File: config.mk
export PLATFORM = sky130hd
export DESIGN_NAME = inv_mix_columns_iter
export DESIGN_NICKNAME = d
export VERILOG_FILES = /design/src/rtl/inv_mix_columns_iter.sv
export SDC_FILE = /design/constraint.sdc
export NUM_CORES = 1
export LEC_CHECK = 0
export CAP_MARGIN = 0
export CORE_MARGIN = 2
export CORE_UTILIZATION = 55
export CTS_BUF_LIST = sky130_fd_sc_hd__clkbuf_4 sky130_fd_sc_hd__clkbuf_8
export CTS_CLUSTER_SIZE = 30
export DETAILED_ROUTE_END_ITERATION = 10
export PLACE_DENSITY = 0.83
export SYNTH_ARGS = -nofsm -noshare
export SYNTH_HDL_FRONTEND = slang
export SYNTH_SLANG_ARGS = --single-unit
File: constraint.sdc
create_clock -name clk -period 4.4 [get_ports clk]
set_input_delay 0.88 -clock clk [delete_from_list [all_inputs] [get_ports clk]]
set_output_delay 0.88 -clock clk [all_outputs]
set_load 0.02 [all_outputs]
File: src/rtl/inv_mix_columns_iter.sv
// Iterative AES InvMixColumns: one shared column mixer is applied to columns 0..3
// on successive clocks. enable=0 passes the state through with identical timing.
module inv_mix_columns_iter (
  input  logic         clk,
  input  logic         rst_n,
  input  logic         start,
  input  logic         enable,
  input  logic [127:0] currentState,
  output logic         busy,
  output logic         done,
  output logic [127:0] newState
);

  typedef enum logic {IDLE = 1'b0, RUN = 1'b1} state_t;

  state_t       state, state_next;
  logic [1:0]   col;
  logic [127:0] buffer, buffer_upd;
  logic         mode;
  logic [31:0]  col_in, col_out;

  function automatic logic [7:0] xt(input logic [7:0] b);
    return {b[6:0], 1'b0} ^ (b[7] ? 8'h1b : 8'h00);
  endfunction

  // 09/0b/0d/0e products assembled from the shared x2/x4/x8 chain
  function automatic logic [31:0] inv_mix(input logic [31:0] c);
    logic [7:0] s [4];
    logic [7:0] m9 [4];
    logic [7:0] mb [4];
    logic [7:0] md [4];
    logic [7:0] me [4];
    logic [7:0] x2, x4, x8;
    for (int unsigned i = 0; i < 4; i++) begin
      s[i]  = c[31 - 8*i -: 8];
      x2    = xt(s[i]);
      x4    = xt(x2);
      x8    = xt(x4);
      m9[i] = x8 ^ s[i];
      mb[i] = x8 ^ x2 ^ s[i];
      md[i] = x8 ^ x4 ^ s[i];
      me[i] = x8 ^ x4 ^ x2;
    end
    return {me[0] ^ mb[1] ^ md[2] ^ m9[3],
            m9[0] ^ me[1] ^ mb[2] ^ md[3],
            md[0] ^ m9[1] ^ me[2] ^ mb[3],
            mb[0] ^ md[1] ^ m9[2] ^ me[3]};
  endfunction

  assign col_out = inv_mix(col_in);
  assign busy    = (state == RUN);

  always_comb begin
    col_in     = '0;
    buffer_upd = buffer;
    unique case (col)
      2'd0: col_in = buffer[127:96];
      2'd1: col_in = buffer[95:64];
      2'd2: col_in = buffer[63:32];
      2'd3: col_in = buffer[31:0];
    endcase
    if (mode) begin
      unique case (col)
        2'd0: buffer_upd[127:96] = col_out;
        2'd1: buffer_upd[95:64]  = col_out;
        2'd2: buffer_upd[63:32]  = col_out;
        2'd3: buffer_upd[31:0]   = col_out;
      endcase
    end
  end

  always_comb begin
    state_next = state;
    unique case (state)
      IDLE: if (start) state_next = RUN;
      RUN:  if (col == 2'd3) state_next = IDLE;
    endcase
  end

  always_ff @(posedge clk or negedge rst_n) begin
    if (!rst_n) state <= IDLE;
    else        state <= state_next;
  end

  always_ff @(posedge clk or negedge rst_n) begin
    if (!rst_n) begin
      col      <= '0;
      buffer   <= '0;
      mode     <= 1'b0;
      newState <= '0;
      done     <= 1'b0;
    end else begin
      done <= 1'b0;
      unique case (state)
        IDLE: begin
          if (start) begin
            buffer <= currentState;
            mode   <= enable;
            col    <= '0;
          end
        end
        RUN: begin
          buffer <= buffer_upd;
          col    <= col + 2'd1;
          if (col == 2'd3) begin
            newState <= buffer_upd;
            done     <= 1'b1;
          end
        end
      endcase
    end
  end

endmodule

==> results of run 1 <==
[sequential cells by signal, indices dropped and copies added (netlist names)]
name,cells
done,1
buffer,128
col,2
busy,1
newState,128
mode,1
[worst max-delay path, cell delays in order, from the launching register on]
cell and delay [ns]:
dfrtp_1 0.42, inv_1 0.11, ha_1 0.22, buf_4 0.22
a222oi_1 0.75, mux2i_1 0.25, buf_4 0.23, xnor2_1 0.39
xnor3_1 0.49, xnor2_1 0.15, xnor2_1 0.46, nor2_1 0.14
a21oi_1 0.18
[logic make-up after synthesis]
family                   count (synthesis)  share of synthesized area [%]
adder cells (fa/ha/maj)                  5                          0.417
XOR/XNOR                               200                           15.0
buffers and inverters                  160                           4.60
multiplexers                            63                           4.28
flip-flops                             261                           43.5
AO/OA/AOI/OAI                          489                           20.9
AND/OR/NAND/NOR                        405                           11.3
[timing repair]
| action | CTS | global route |
|---|---|---|
| gates resized for setup | 0 | 0 |
| setup endpoints to repair | 0 | 9 |
| buffers inserted | 0 | 6 |
| hold buffers | 0 | 0 |
[layout make-up]
cell class	instances	area share [%]
Multi-Input combinational cell	1162	40.8
Sequential cell	261	34.2
Timing Repair Buffer	346	17.2
Clock buffer	68	4.41
Tap cell	341	2.24
Inverter	38	0.747
Clock inverter	7	0.354
[path summary, 6_finish.rpt]
| path | start | end | slack [ns] |
|---|---|---|---|
| hold / removal | rst_n | buffer[6]$_DFFE_PN0P_ | 0.40 |
| setup / recovery | col[0]$_DFFE_PN0P_ | buffer[35]$_DFFE_PN0P_ | 0.31 |
| hold reg to reg | newState[124]$_DFFE_PN0P_ | newState[124]$_DFFE_PN0P_ | 0.48 |
| max in group asynchronous | rst_n | newState[88]$_DFFE_PN0P_ | 3.00 |
| min in group clk | newState[124]$_DFFE_PN0P_ | newState[124]$_DFFE_PN0P_ | 0.48 |
| setup reg to reg | col[0]$_DFFE_PN0P_ | buffer[35]$_DFFE_PN0P_ | 0.31 |
[per-stage QoR]
| step | utilization, % | hold WS, ns | area, um^2 |
|---|---|---|---|
| 3_5_place_dp | 67.4 | 0.469 | 18100 |
| 2_1_floorplan | - | 0.482 | 15000 |
| 4_1_cts | 70.8 | 0.434 | 19000 |
| 6_report | 71.0 | 0.397 | 19100 |
| 3_3_place_gp | 67.4 | 0.452 | 18100 |
| 5_1_grt | 71.0 | 0.449 | 19100 |
[cell usage in the layout, fill, tap and decap left out, types with 14 or more instances in the layout]
| cell type | n |
|---|---|
| xor2_1 | 38 |
| nor3_1 | 20 |
| a211oi_1 | 54 |
| and2_1 | 16 |
| nand2_1 | 184 |
| clkdlybuf4s50_1 | 259 |
| o32ai_1 | 19 |
| mux2i_1 | 60 |
| inv_1 | 36 |
| o21ai_0 | 128 |
| a22oi_1 | 21 |
| clkbuf_4 | 15 |
| a222oi_1 | 33 |
| o22ai_1 | 20 |
| dfrtp_1 | 260 |
| a21oi_1 | 111 |
| buf_4 | 84 |
| o211a_1 | 14 |
| xnor3_1 | 27 |
| clkbuf_8 | 53 |
| a31oi_1 | 49 |
| nor2b_1 | 33 |
| o31ai_1 | 15 |
| xnor2_1 | 124 |
| nor2_1 | 137 |
[per-layer routing]
metal / vias to the layer above / part of all wire, % / global-route usage [%]
li1: 6175 / - / -
met1: 6813 / 40 / 49.4
met2: 937 / 46 / 56.5
met3: 167 / 10 / 6.69
met4: 0 / 4.5 / 14.6
met5: - / 0 / 0
==> results.tsv, run 1 <==
stage	metric	value	unit
timing	Hold Fails Final Rpt	0	
timing	Slew Limit Fails	0	
timing	endpoints failing setup	0	
layout	Register Area	6540	um^2
yosys	Avg Inst Size Synth	9.48	um^2
yosys	Netlist cell types	42	
global_route	total global-route track usage	35.9	%
layout	multi-input combinational cell area	7790	um^2
detailed_routing	post-DR wirelength/cell	23.2	um
setup_path	crit path DAT	4.58	ns
placement	PortBufs	261	
cts	root buffer cell	clkbuf_8	
timing	RSZ-0062 raised after global routing	false	
timing	setup TNS	0	ns
yosys	Syn Std Cell Area	15000	um^2
global_route	initial antenna violation count	0	
cts	H-Tree Depth	2	
cts	TritonCTS Buffers	43	
yosys	Mapped Cells	1583	
timing	final worst setup slack	0.311	ns
floorplan	Initial Utilization	55.8	%
floorplan	Top Ports	262	
global_route	first-pass GRT wire length	79.6	mm
yosys	area share of the largest cell type after synthesis	43.5	%
layout	Fill cells	2010	
setup_path	CP required	4.89	ns
cts	CTS tree	yes	
setup_path	Worst setup EP type	flop	
yosys	Post-synth EDFFs	0	
yosys	Mapped Nets	1720	
floorplan	Die ar.	28600	um^2
detailed_routing	Via-to-Cell Ratio	6.34	
job	max_cap viols	0	
floorplan	Core Area	26900	um^2
detailed_routing	DRC Markers	0	
timing	Slew HR	29.4	%
yosys	FFs w/ async S/R, synth	100	%
timing	Max Clock Freq	245	MHz
cts	CTS clk-pin slew, worst paths	0.06	ns
cts	clock latency on the worst-skew pair	0.56	ns
placement	DP HPWL	36.9	mm
yosys	part of the Yosys area used for sequential elements	43.5	%
yosys	top_reg_cell synth	dfrtp_1	
setup_path	Critical Path Start Type	flop	
detailed_routing	drt total wl	51.6	mm
placement	Placed Cells	2142	
layout	Antenna Cells	0	
timing	Setup Skew	0.0182	ns
setup_path	CP Max Fanout	20	
detailed_routing	first-iteration detailed-routing DRC count	2018	
yosys	most frequent cell after synthesis	dfrtp_1	
floorplan	Die X-Extent	169	um
layout	Finished Layout Cells	2223	
cts	TritonCTS sink count	261	
yosys	Yosys top cell by area	dfrtp_1	
detailed_routing	drt pass-1 iters	8	
yosys	synth top area cells	dfrtp_1 44%, xnor2_1 7.2%, nand2_1 4.6%	
global_route	GRT Residual Overflow	0	
detailed_routing	DR vias	14092	
detailed_routing	post-route ant nets	0	
placement	RD Place Congestion	0.990	
worst_hold_path	worst hold path class	primary input to async pin	
cts	maximum buffer depth of the clock tree	3	
layout	share of post-route cells with drive strength above 1	9.51	%
yosys	yosys warns	0	
global_route	largest net degree at the start of global routing	116	
timing	min Tclk post-route	4.09	ns
floorplan	Die H	169	um
yosys	synthesis-stage register bit count	261	
outcome	outcome	finished, final reports clean	
setup_path	r2r worst-path depth	12	
floorplan	# rows	60	
timing	final period utilization	92.9	%
yosys	top cells by count, synth	261 x dfrtp_1, 185 x nand2_1, 137 x nor2_1	
placement	pre-CTS WS	0.0180	ns
global_route	vias in the first global route	13850	
layout	Layout area overhead	27.2	%
timing	worst slew pin tran	1.06	ns
setup_path	crit path kind	flop to flop	
layout	final net count	1989	
Power of run 1 is not shown: default switching activity piles up to over one toggle a cycle in this logic, so the estimate is an artifact.
==> run 2: changes to the inputs <==
CORE_MARGIN = default   (was 2)
==> results.tsv, run 2 (synthesis gave the netlist of run 1 again) <==
stage	metric	value	unit	change
setup_path	r2r worst-path depth	11		-1
timing	worst slew pin tran	1.36	ns	+0.305 ns
setup_path	FF-to-FF End	newState[99]$_DFFE_PN0P_		
layout	top flop regs	buffer: 128 flops, newState: 128 flops, col: 2 flops		
global_route	first-pass GRT wire length	80.6	mm	+1.3%
timing	final period utilization	94.1	%	+1.2 points
detailed_routing	DR vias	14058		-0.24%
timing	setup TNS	0	ns	unchanged
layout	Layout area overhead	27.3	%	about the same
layout	final net count	1983		-0.30%
cts	TritonCTS sink count	261		unchanged
global_route	GRT Residual Overflow	0		unchanged
cts	maximum buffer depth of the clock tree	3		unchanged
setup_path	CP required	4.88	ns	about the same
cts	CTS tree	yes		
setup_path	crit path kind	flop to flop		
layout	Antenna Cells	0		unchanged
setup_path	Worst R2R Setup Slack	0.26	ns	-0.05 ns
setup_path	Worst setup EP type	flop		
cts	root buffer cell	clkbuf_8		
setup_path	CP most frequent cell	xnor2_1		
setup_path	critical path startpoint	col[0]$_DFFE_PN0P_		
setup_path	R2R Path Start	col[0]$_DFFE_PN0P_		
floorplan	Initial Utilization	55.8	%	unchanged
timing	Hold Fails Final Rpt	0		unchanged
setup_path	Critical path buffers and inverters	2		-1
setup_path	largest stage delay on the critical path	0.57	ns	-0.18 ns
floorplan	Die X-Extent	167	um	-1.2%
detailed_routing	post-DR wirelength/cell	23.7	um	+1.9%
outcome	outcome	finished, final reports clean		
timing	min Tclk post-route	4.14	ns	+0.0530 ns
layout	most common cell after layout, fill and taps aside	dfrtp_1		
floorplan	# rows	60		unchanged
setup_path	Stages on worst setup path	11		-1
timing	RSZ-0062 raised after global routing	false		
setup_path	end point of the critical path	newState[99]$_DFFE_PN0P_		
job	max_cap viols	0		unchanged
placement	DP HPWL	37.3	mm	+1.0%
floorplan	Top Ports	262		unchanged
detailed_routing	DRC Markers	0		unchanged
setup_path	Critical Path, Cell by Cell	ha_1 > buf_4 > a222oi_1 > mux2i_1 > xnor2_1 > xnor3_1 > xnor2_1 > xnor2_1 > buf_4 > nor2_1 > o21ai_0		
setup_path	crit path DAT	4.62	ns	+0.04 ns
setup_path	Critical Path Start Type	flop		
floorplan	Die ar.	27900	um^2	-2.4%
timing	endpoints failing setup	0		unchanged
timing	Setup Skew	0.0211	ns	+0.00294 ns
detailed_routing	drt pass-1 iters	9		+1
layout	most frequent cells in the layout	260 x dfrtp_1, 259 x clkdlybuf4s50_1, 184 x nand2_1		
layout	share of post-route cells with drive strength above 1	9.27	%	-0.24 points
timing	Max Clock Freq	241	MHz	-1.3%
detailed_routing	post-route ant nets	0		unchanged
setup_path	delay-heaviest family, CP	XOR/XNOR gates		
worst_hold_path	worst hold path class	primary input to async pin		
placement	PortBufs	261		unchanged
detailed_routing	first-iteration detailed-routing DRC count	2140		+6.0%
global_route	initial antenna violation count	0		unchanged
timing	Slew Limit Fails	0		unchanged
placement	RD Place Congestion	1.01		+1.7%
global_route	largest net degree at the start of global routing	149		+28%
cts	clock latency on the worst-skew pair	0.58	ns	+0.02 ns
global_route	vias in the first global route	13923		+0.53%
detailed_routing	Via-to-Cell Ratio	6.34		about the same
cts	CTS clk-pin slew, worst paths	0.07	ns	about the same
cts	TritonCTS Buffers	42		-2.3%
global_route	total global-route track usage	37.6	%	+1.7 points
setup_path	CP Max Fanout	11		-45%
cts	H-Tree Depth	2		unchanged
floorplan	Core Area	26900	um^2	unchanged
layout	Fill cells	2018		+0.40%
setup_path	Crit-path slowest cell	a222oi_1		
floorplan	Die H	167	um	-1.2%
detailed_routing	drt total wl	52.5	mm	+1.7%
timing	Slew HR	9.30	%	-20 points
==> run 2: cell types whose count changed in the layout (fill, tap and decap cells not counted) <==
cell	delta
buf_4	-9
clkbuf_4	-7
buf_12	+4
clkinv_2	+4
clkbuf_8	+2
inv_6	+1
==> run 2: repair_timing <==
| action | CTS | global route |
|---|---|---|
| gates resized for setup | 0 | 0 |
| setup buffers | 0 | 5 |
| endpoints found under the setup margin | 0 | 30 |
| hold buffers | 0 | 0 |
==> run 2: cell type report <==
type	count	area (um^2)	share of cell area, %
repair buffers	341	3290	17.2
well taps	341	427	2.23
inverters	38	143	0.747
clock inverters	12	96.3	0.504
flip-flops and latches	261	6540	34.2
multi-input cells	1162	7790	40.8
clock buffers	63	817	4.28
==> run 2: worst min path at each step <==
stage                              startpoint                         to  slack (ns)  cells after the start
floorplan              buffer[70]$_DFFE_PN0P_     buffer[70]$_DFFE_PN0P_        0.48                      2
global placement      newState[7]$_DFFE_PN0P_    newState[7]$_DFFE_PN0P_        0.47                      2
detailed placement  newState[124]$_DFFE_PN0P_  newState[124]$_DFFE_PN0P_        0.47                      2
CTS                                     rst_n   newState[53]$_DFFE_PN0P_        0.41                      1
global route                            rst_n   newState[38]$_DFFE_PN0P_        0.46                      1
finish                                  rst_n     buffer[54]$_DFFE_PN0P_        0.37                      1
==> run 2: metrics by stage <==
| stage | util [%] | setup slack [ns] | cells | area [um^2] | hold WS [ns] |
|---|---|---|---|---|---|
| 2_1_floorplan | - | 0.983 | 1583 | 15000 | 0.482 |
| 3_3_place_gp | 67.5 | 0.205 | 2138 | 18100 | 0.466 |
| 3_5_place_dp | 67.5 | 0.130 | 2138 | 18100 | 0.470 |
| 4_1_cts | 70.9 | 0.0767 | 2213 | 19000 | 0.410 |
| 5_1_grt | 71.1 | 0.0740 | 2218 | 19100 | 0.464 |
| 6_report | 71.1 | 0.258 | 2218 | 19100 | 0.365 |
==> run 2: per-layer routing <==
metal  vias to the layer above  track usage [%]  routed length [um]
met3                       182             6.48                5190
met4                         0             17.4                2460
li1                       6142                -                   -
met5                         -                0                   0
met1                      6765             51.4               21100
met2                       969             58.8               23800
==> run 2: worst reg2reg max path, delay by kind of cell, from the launching register on <==
kind	cells	cell delay, ns
muxes	1	0.42
AOI/OAI and AO/OA	2	0.77
DFF	1	0.42
xor gates and xnor gates	4	1.53
and+or+nand+nor	1	0.06
buffers and inverters	2	0.44
adders and majority gates	1	0.40
Power of run 2 is left out for the same reason.
